===== src/rtl/turbo_iteration_scheduler.sv =====
// turbo_iteration_scheduler
//
// Control FSM that time-shares one max-product BCJR decoder between the two
// constituent decoders of a turbo decoder. One frame is taken at a time.
// Each full iteration is two half-iterations: natural order (dec_sel=0), then
// interleaved order (dec_sel=1). The block waits for each decoder result,
// gates the extrinsic-memory write and counts full iterations. A frame ends
// after ITERATIONS iterations, on a decoder timeout, or on an early-stop
// request when that feature is built in. Only control is driven here; the LLR
// and extrinsic data paths live outside this block.
//
// Build option:
//   TURBO_EARLY_STOP_EN - when defined, stop_req sampled at an interleaved
//                         (dec_sel=1) completion ends the frame. When
//                         undefined, stop_req is unused.
//
// Parameters:
//   ITERATIONS  - full iterations per frame (1 .. 2**ITER_BITS-1)
//   ITER_BITS   - width of the iteration counter and out_iters
//   LATENCY_MAX - WAIT cycles allowed per half-iteration (>= 2)
//
// Ports:
//   clk           - clock, rising edge
//   reset         - synchronous, active-high
//   frame_valid   - a loaded frame is ready to decode
//   frame_ready   - high in IDLE only
//   dec_in_valid  - one-cycle decoder start pulse
//   dec_sel       - 0 natural order, 1 interleaved; stable ISSUE..WAIT
//   apriori_zero  - with dec_in_valid on the first half-iteration only
//   dec_out_valid - decoder result valid
//   ext_we        - extrinsic-memory write enable (WAIT only)
//   stop_req      - early-stop request from the CRC/convergence check
//   busy          - high in any state other than IDLE
//   out_valid     - one-cycle frame-complete pulse
//   out_iters     - completed full iterations, valid with out_valid
//   timeout_err   - with out_valid: the frame aborted on timeout

module turbo_iteration_scheduler #(
    parameter int ITERATIONS  = 8,
    parameter int ITER_BITS   = 4,
    parameter int LATENCY_MAX = 64
) (
    input  logic                 clk,
    input  logic                 reset,
    input  logic                 frame_valid,
    output logic                 frame_ready,
    output logic                 dec_in_valid,
    output logic                 dec_sel,
    output logic                 apriori_zero,
    input  logic                 dec_out_valid,
    output logic                 ext_we,
    input  logic                 stop_req,
    output logic                 busy,
    output logic                 out_valid,
    output logic [ITER_BITS-1:0] out_iters,
    output logic                 timeout_err
);

    localparam int WAIT_BITS = $clog2(LATENCY_MAX);

    localparam logic [WAIT_BITS-1:0] WAIT_LIMIT = WAIT_BITS'(LATENCY_MAX - 1);
    localparam logic [ITER_BITS-1:0] ITER_LAST  = ITER_BITS'(ITERATIONS);

    typedef enum logic [1:0] {
        S_IDLE,
        S_ISSUE,
        S_WAIT,
        S_DONE
    } state_t;

    state_t               state, state_next;
    logic [ITER_BITS-1:0] iter_cnt, iter_cnt_next, iter_inc;
    logic [WAIT_BITS-1:0] wait_cnt, wait_cnt_next;
    logic                 sel, sel_next;
    logic                 first, first_next;
    logic                 to_flag, to_flag_next;
    logic                 early_stop;

`ifdef TURBO_EARLY_STOP_EN
    assign early_stop = stop_req;
`else
    logic unused_stop_req;
    assign unused_stop_req = stop_req;
    assign early_stop      = 1'b0;
`endif

    assign dec_sel  = sel;
    assign iter_inc = iter_cnt + 1'b1;

    always_ff @(posedge clk) begin
        if (reset) begin
            state    <= S_IDLE;
            iter_cnt <= '0;
            wait_cnt <= '0;
            sel      <= 1'b0;
            first    <= 1'b0;
            to_flag  <= 1'b0;
        end else begin
            state    <= state_next;
            iter_cnt <= iter_cnt_next;
            wait_cnt <= wait_cnt_next;
            sel      <= sel_next;
            first    <= first_next;
            to_flag  <= to_flag_next;
        end
    end

    always_comb begin
        state_next    = state;
        iter_cnt_next = iter_cnt;
        wait_cnt_next = wait_cnt;
        sel_next      = sel;
        first_next    = first;
        to_flag_next  = to_flag;

        frame_ready   = 1'b0;
        dec_in_valid  = 1'b0;
        apriori_zero  = 1'b0;
        ext_we        = 1'b0;
        busy          = 1'b1;
        out_valid     = 1'b0;
        out_iters     = '0;
        timeout_err   = 1'b0;

        case (state)
            S_IDLE: begin
                frame_ready = 1'b1;
                busy        = 1'b0;
                if (frame_valid) begin
                    state_next    = S_ISSUE;
                    iter_cnt_next = '0;
                    sel_next      = 1'b0;
                    to_flag_next  = 1'b0;
                    first_next    = 1'b1;
                end
            end

            S_ISSUE: begin
                dec_in_valid  = 1'b1;
                apriori_zero  = first;
                first_next    = 1'b0;
                wait_cnt_next = '0;
                state_next    = S_WAIT;
            end

            S_WAIT: begin
                wait_cnt_next = wait_cnt + 1'b1;
                ext_we        = dec_out_valid;
                // A result arriving on the limit cycle takes priority over the timeout.
                if (dec_out_valid) begin
                    if (!sel) begin
                        sel_next   = 1'b1;
                        state_next = S_ISSUE;
                    end else begin
                        iter_cnt_next = iter_inc;
                        if (iter_inc == ITER_LAST || early_stop) begin
                            state_next = S_DONE;
                        end else begin
                            sel_next   = 1'b0;
                            state_next = S_ISSUE;
                        end
                    end
                end else if (wait_cnt == WAIT_LIMIT) begin
                    to_flag_next = 1'b1;
                    state_next   = S_DONE;
                end
            end

            S_DONE: begin
                out_valid   = 1'b1;
                out_iters   = iter_cnt;
                timeout_err = to_flag;
                state_next  = S_IDLE;
            end

            default: begin
                state_next = S_IDLE;
            end
        endcase
    end

endmodule


===== config.mk =====
export PLATFORM = sky130hd
export DESIGN_NAME = turbo_iteration_scheduler
export DESIGN_NICKNAME = d
export VERILOG_FILES = /design/src/rtl/turbo_iteration_scheduler.sv
export SDC_FILE = /design/constraint.sdc
export NUM_CORES = 1
export LEC_CHECK = 0
export ABC_AREA = 1
export CORE_MARGIN = 2
export CORE_UTILIZATION = 55
export CTS_BUF_LIST = sky130_fd_sc_hd__clkbuf_4 sky130_fd_sc_hd__clkbuf_8
export DETAILED_ROUTE_END_ITERATION = 6
export MAX_ROUTING_LAYER = met4
export PLACE_DENSITY = 0.83
export SETUP_SLACK_MARGIN = 0.4
export SLEW_MARGIN = 20
export SYNTH_ARGS = -nofsm -noshare
export SYNTH_HDL_FRONTEND = slang
export SYNTH_SLANG_ARGS = --single-unit

===== constraint.sdc =====
create_clock -name clk -period 4.4 [get_ports clk]
set_input_delay 1.1 -clock clk [delete_from_list [all_inputs] [get_ports clk]]
set_output_delay 1.1 -clock clk [all_outputs]
set_load 0.02 [all_outputs]

==> qor.txt <==
slowest CP cell: clkdlybuf4s50_1
FMAX: 0.283 GHz
Sink Count: 15
Residual DRC: 0
final slew viol count: 0
clk_lat worst skew: 0.29 ns
cells after synthesis: 138
R2R Setup Slk: 2.74 ns
CTS clock-pin slew for the worst setup and hold paths: 0.10 ns
R2R cell count: 8
1st-pass router iterations: 4
met2 WL post-DR: 871 µm
CP most frequent cell: clkdlybuf4s50_1
CORE AREA: 1690 µm²
register area share after synthesis: 0.313
dpl ws: 0.875 ns
Critical path origin: dec_out_valid
Synth area leaders: dfxtp_1, nand2_1, ha_1
fin worst setup slack: 0.869 ns
fin crit period: 3.53 ns
I/O Buffers: 15
Crit path required time: 3.30 ns
placement row count: 15
Slew headroom: 0.664
Longest Clk Path Bufs: 2
WL/cell: 10.5 µm
Pwr Density: 445 nW/µm²
nets@finish: 167
Psw: 0.224 mW
GRT Total Usage: 0.201
critical path type: input pin to output pin
initial core utilization: 0.568
# placed instances: 167
status: complete, no violations
sum of buffers and inverters on the critical path: 3
Max Used Layer: met4
Crit. path cell count: 4
Reg2Reg Launch Point: state[0]$_SDFFE_PP0P_
Mean Syn Cell Area: 6.95 µm²
Post-Route WL: 1.80 mm
DP HPWL: 1.42 mm
Worst setup EP type: output pin
Sequential Power Share: 0.321
Final setup viols: 0
chip width: 45.8 µm
Synth top area share: 0.313
Peak VDD IR: 0.377 mV
#FFs+latches synth: 15
number of max-cap violations: 0
crit start category: input pin
Int Power: 0.282 mW
Root Buffer: clkbuf_4
switching share of power: 0.443
GPL Wtd Cong: 0.869
area leader, netlist: dfxtp_1
layout cells sized above 1: 0.130
Diodes inserted: 0
# resized after CTS: 0
Hold Fails Final Rpt: 0
Netlist cell types: 28
antenna violations before repair: 0
post-route ant nets: 0
Post-Synthesis Cell Area: 960 µm²
vias per inst: 5.02
combinational power share: 0.515
TritonCTS clock tree: done
clock network power share: 0.164
Post-Layout Cell Count: 171
Post-CTS Setup Inserts: 0
crit path max fanout: 3
Layout Area Growth over Synthesis: 18.8%
GRT overflow: 0
Met1 Wirelength: 835 µm
Top delay family on crit path: buffers and inverters
full die area: 2090 µm²
num ports: 17
die height: 45.8 µm
Pwr Total: 0.507 mW
fin crit share: 0.803
first-pass GRT wire length: 3.00 mm
HP Class: flip-flop to flip-flop
pin count of the biggest net entering global routing: 11
crit path capture: ext_we
RSZ-0062 raised after global routing: false
Mapped Nets: 150
Syn. warnings: 0
Routed met3 length: 71 µm
number of global-route vias before repair: 744
Worst-Margin Slew: 0.502 ns
CTS buffer count: 3
Setup TNS Final: 0 ns
Final Util: 0.675
DRT iter0 DRCs: 14
slowest stage delay, CP: 0.60 ns
Reg-to-Reg End: iter_cnt[3]$_SDFFE_PP0P_
hold_buf cts: 0
Crit path arrival time: 2.43 ns
LEAKAGE: 0.503 nW
Cell Chain, Critical Path: clkdlybuf4s50_1 -> nand2_4 -> inv_1 -> clkdlybuf4s50_1
H-Tree Depth: 1
via count: 859
clk_skew: 0.00441 ns
tightest hold or removal path: cells and delay by family (launching register included):
kind | cells | cell delay (ns)
AOI/OAI and AO/OA | 1 | 0.05
DFF | 1 | 0.35
and+or+nand+nor | 1 | 0.07
state kept, by name, indices dropped and copies added, names as in the netlist:
name,cells
wait_cnt,6
iter_cnt,4
state,2
dec_sel,1
first,1
to_flag,1
how the worst min path moves through the flow:
stage / from / endpoint / slack [ns] / cells after the start
6_report: to_flag$_SDFFE_PP0P_ / to_flag$_SDFFE_PP0P_ / 0.50 / 2
5_1_grt: wait_cnt[1]$_SDFFE_PP0P_ / wait_cnt[1]$_SDFFE_PP0P_ / 0.51 / 2
3_3_place_gp: to_flag$_SDFFE_PP0P_ / to_flag$_SDFFE_PP0P_ / 0.45 / 2
3_5_place_dp: to_flag$_SDFFE_PP0P_ / to_flag$_SDFFE_PP0P_ / 0.47 / 2
4_1_cts: to_flag$_SDFFE_PP0P_ / to_flag$_SDFFE_PP0P_ / 0.49 / 2
2_1_floorplan: to_flag$_SDFFE_PP0P_ / to_flag$_SDFFE_PP0P_ / 0.44 / 2
cells in the mapped netlist:
library cell	count
o211ai_2	1
nor2_4	2
o21ai_2	1
o21ai_0	3
a21oi_4	1
nand2_2	1
inv_2	4
clkinv_1	1
clkinv_4	1
nand3b_1	1
a21oi_1	6
nand3_1	4
nand2_1	39
o21ai_1	2
a31oi_1	3
nor4_1	1
nor2_1	9
dfxtp_1	15
a211oi_1	2
a21oi_2	4
ha_1	7
inv_1	22
buf_2	2
nor3_1	1
nand4_1	2
nand2_4	1
buf_6	1
nor3b_1	1
placed cells by master (no fill, tap or decap), types with 2 or more instances in the layout:
| cell type | count |
|---|---|
| o21ai_0 | 3 |
| clkbuf_4 | 3 |
| clkdlybuf4s50_1 | 15 |
| nor2_1 | 9 |
| a21oi_2 | 4 |
| ha_1 | 7 |
| inv_2 | 4 |
| a31oi_1 | 3 |
| a21oi_1 | 6 |
| nor2_4 | 2 |
| nand2_1 | 39 |
| inv_1 | 22 |
| a211oi_1 | 2 |
| nand3_1 | 4 |
| dfxtp_1 | 15 |
| nand4_1 | 2 |
| o21ai_1 | 2 |
kinds of logic after synthesis:
family / after synthesis / synth area share
AND/OR/NAND/NOR: 62 / 0.291
AO/OA/AOI/OAI: 23 / 0.168
buffers and inverters: 31 / 0.137
flip-flops: 15 / 0.313
adder cells (fa/ha/maj): 7 / 0.0913
through the flow:
step	hold WS (ns)	cell area, µm²
after floorplan	0.437	960
after global placement	0.448	1110
after detailed placement	0.469	1110
after CTS	0.494	1140
after global routing	0.514	1140
final	0.495	1140
power by group through the flow:
| stage | combinational (mW) | sequential [mW] | clock (mW) |
|---|---|---|---|
| 2_1_floorplan | 0.194 | 0.165 | 0 |
| 3_3_place_gp | 0.253 | 0.165 | 0 |
| 3_5_place_dp | 0.260 | 0.166 | 0 |
| 4_1_cts | 0.261 | 0.163 | 0.0841 |
| 5_1_grt | 0.285 | 0.165 | 0.0904 |
| 6_report | 0.261 | 0.163 | 0.0833 |
metal layers:
layer  up-vias  global-route usage
li1        465                   -
met5         -                   -
met1       371               0.262
met4         0              0.0857
met2        19               0.301
met3         4              0.0397
layout make-up:
cell class	count	area (µm²)
fill	137	549
multi-input combinational	92	528
sequential	15	300
timing repair buffer	15	150
inverter	28	110
clock buffer	3	22.5
tap	17	21.3
clock inverter	1	7.51
(Power assumes the default switching activity.)
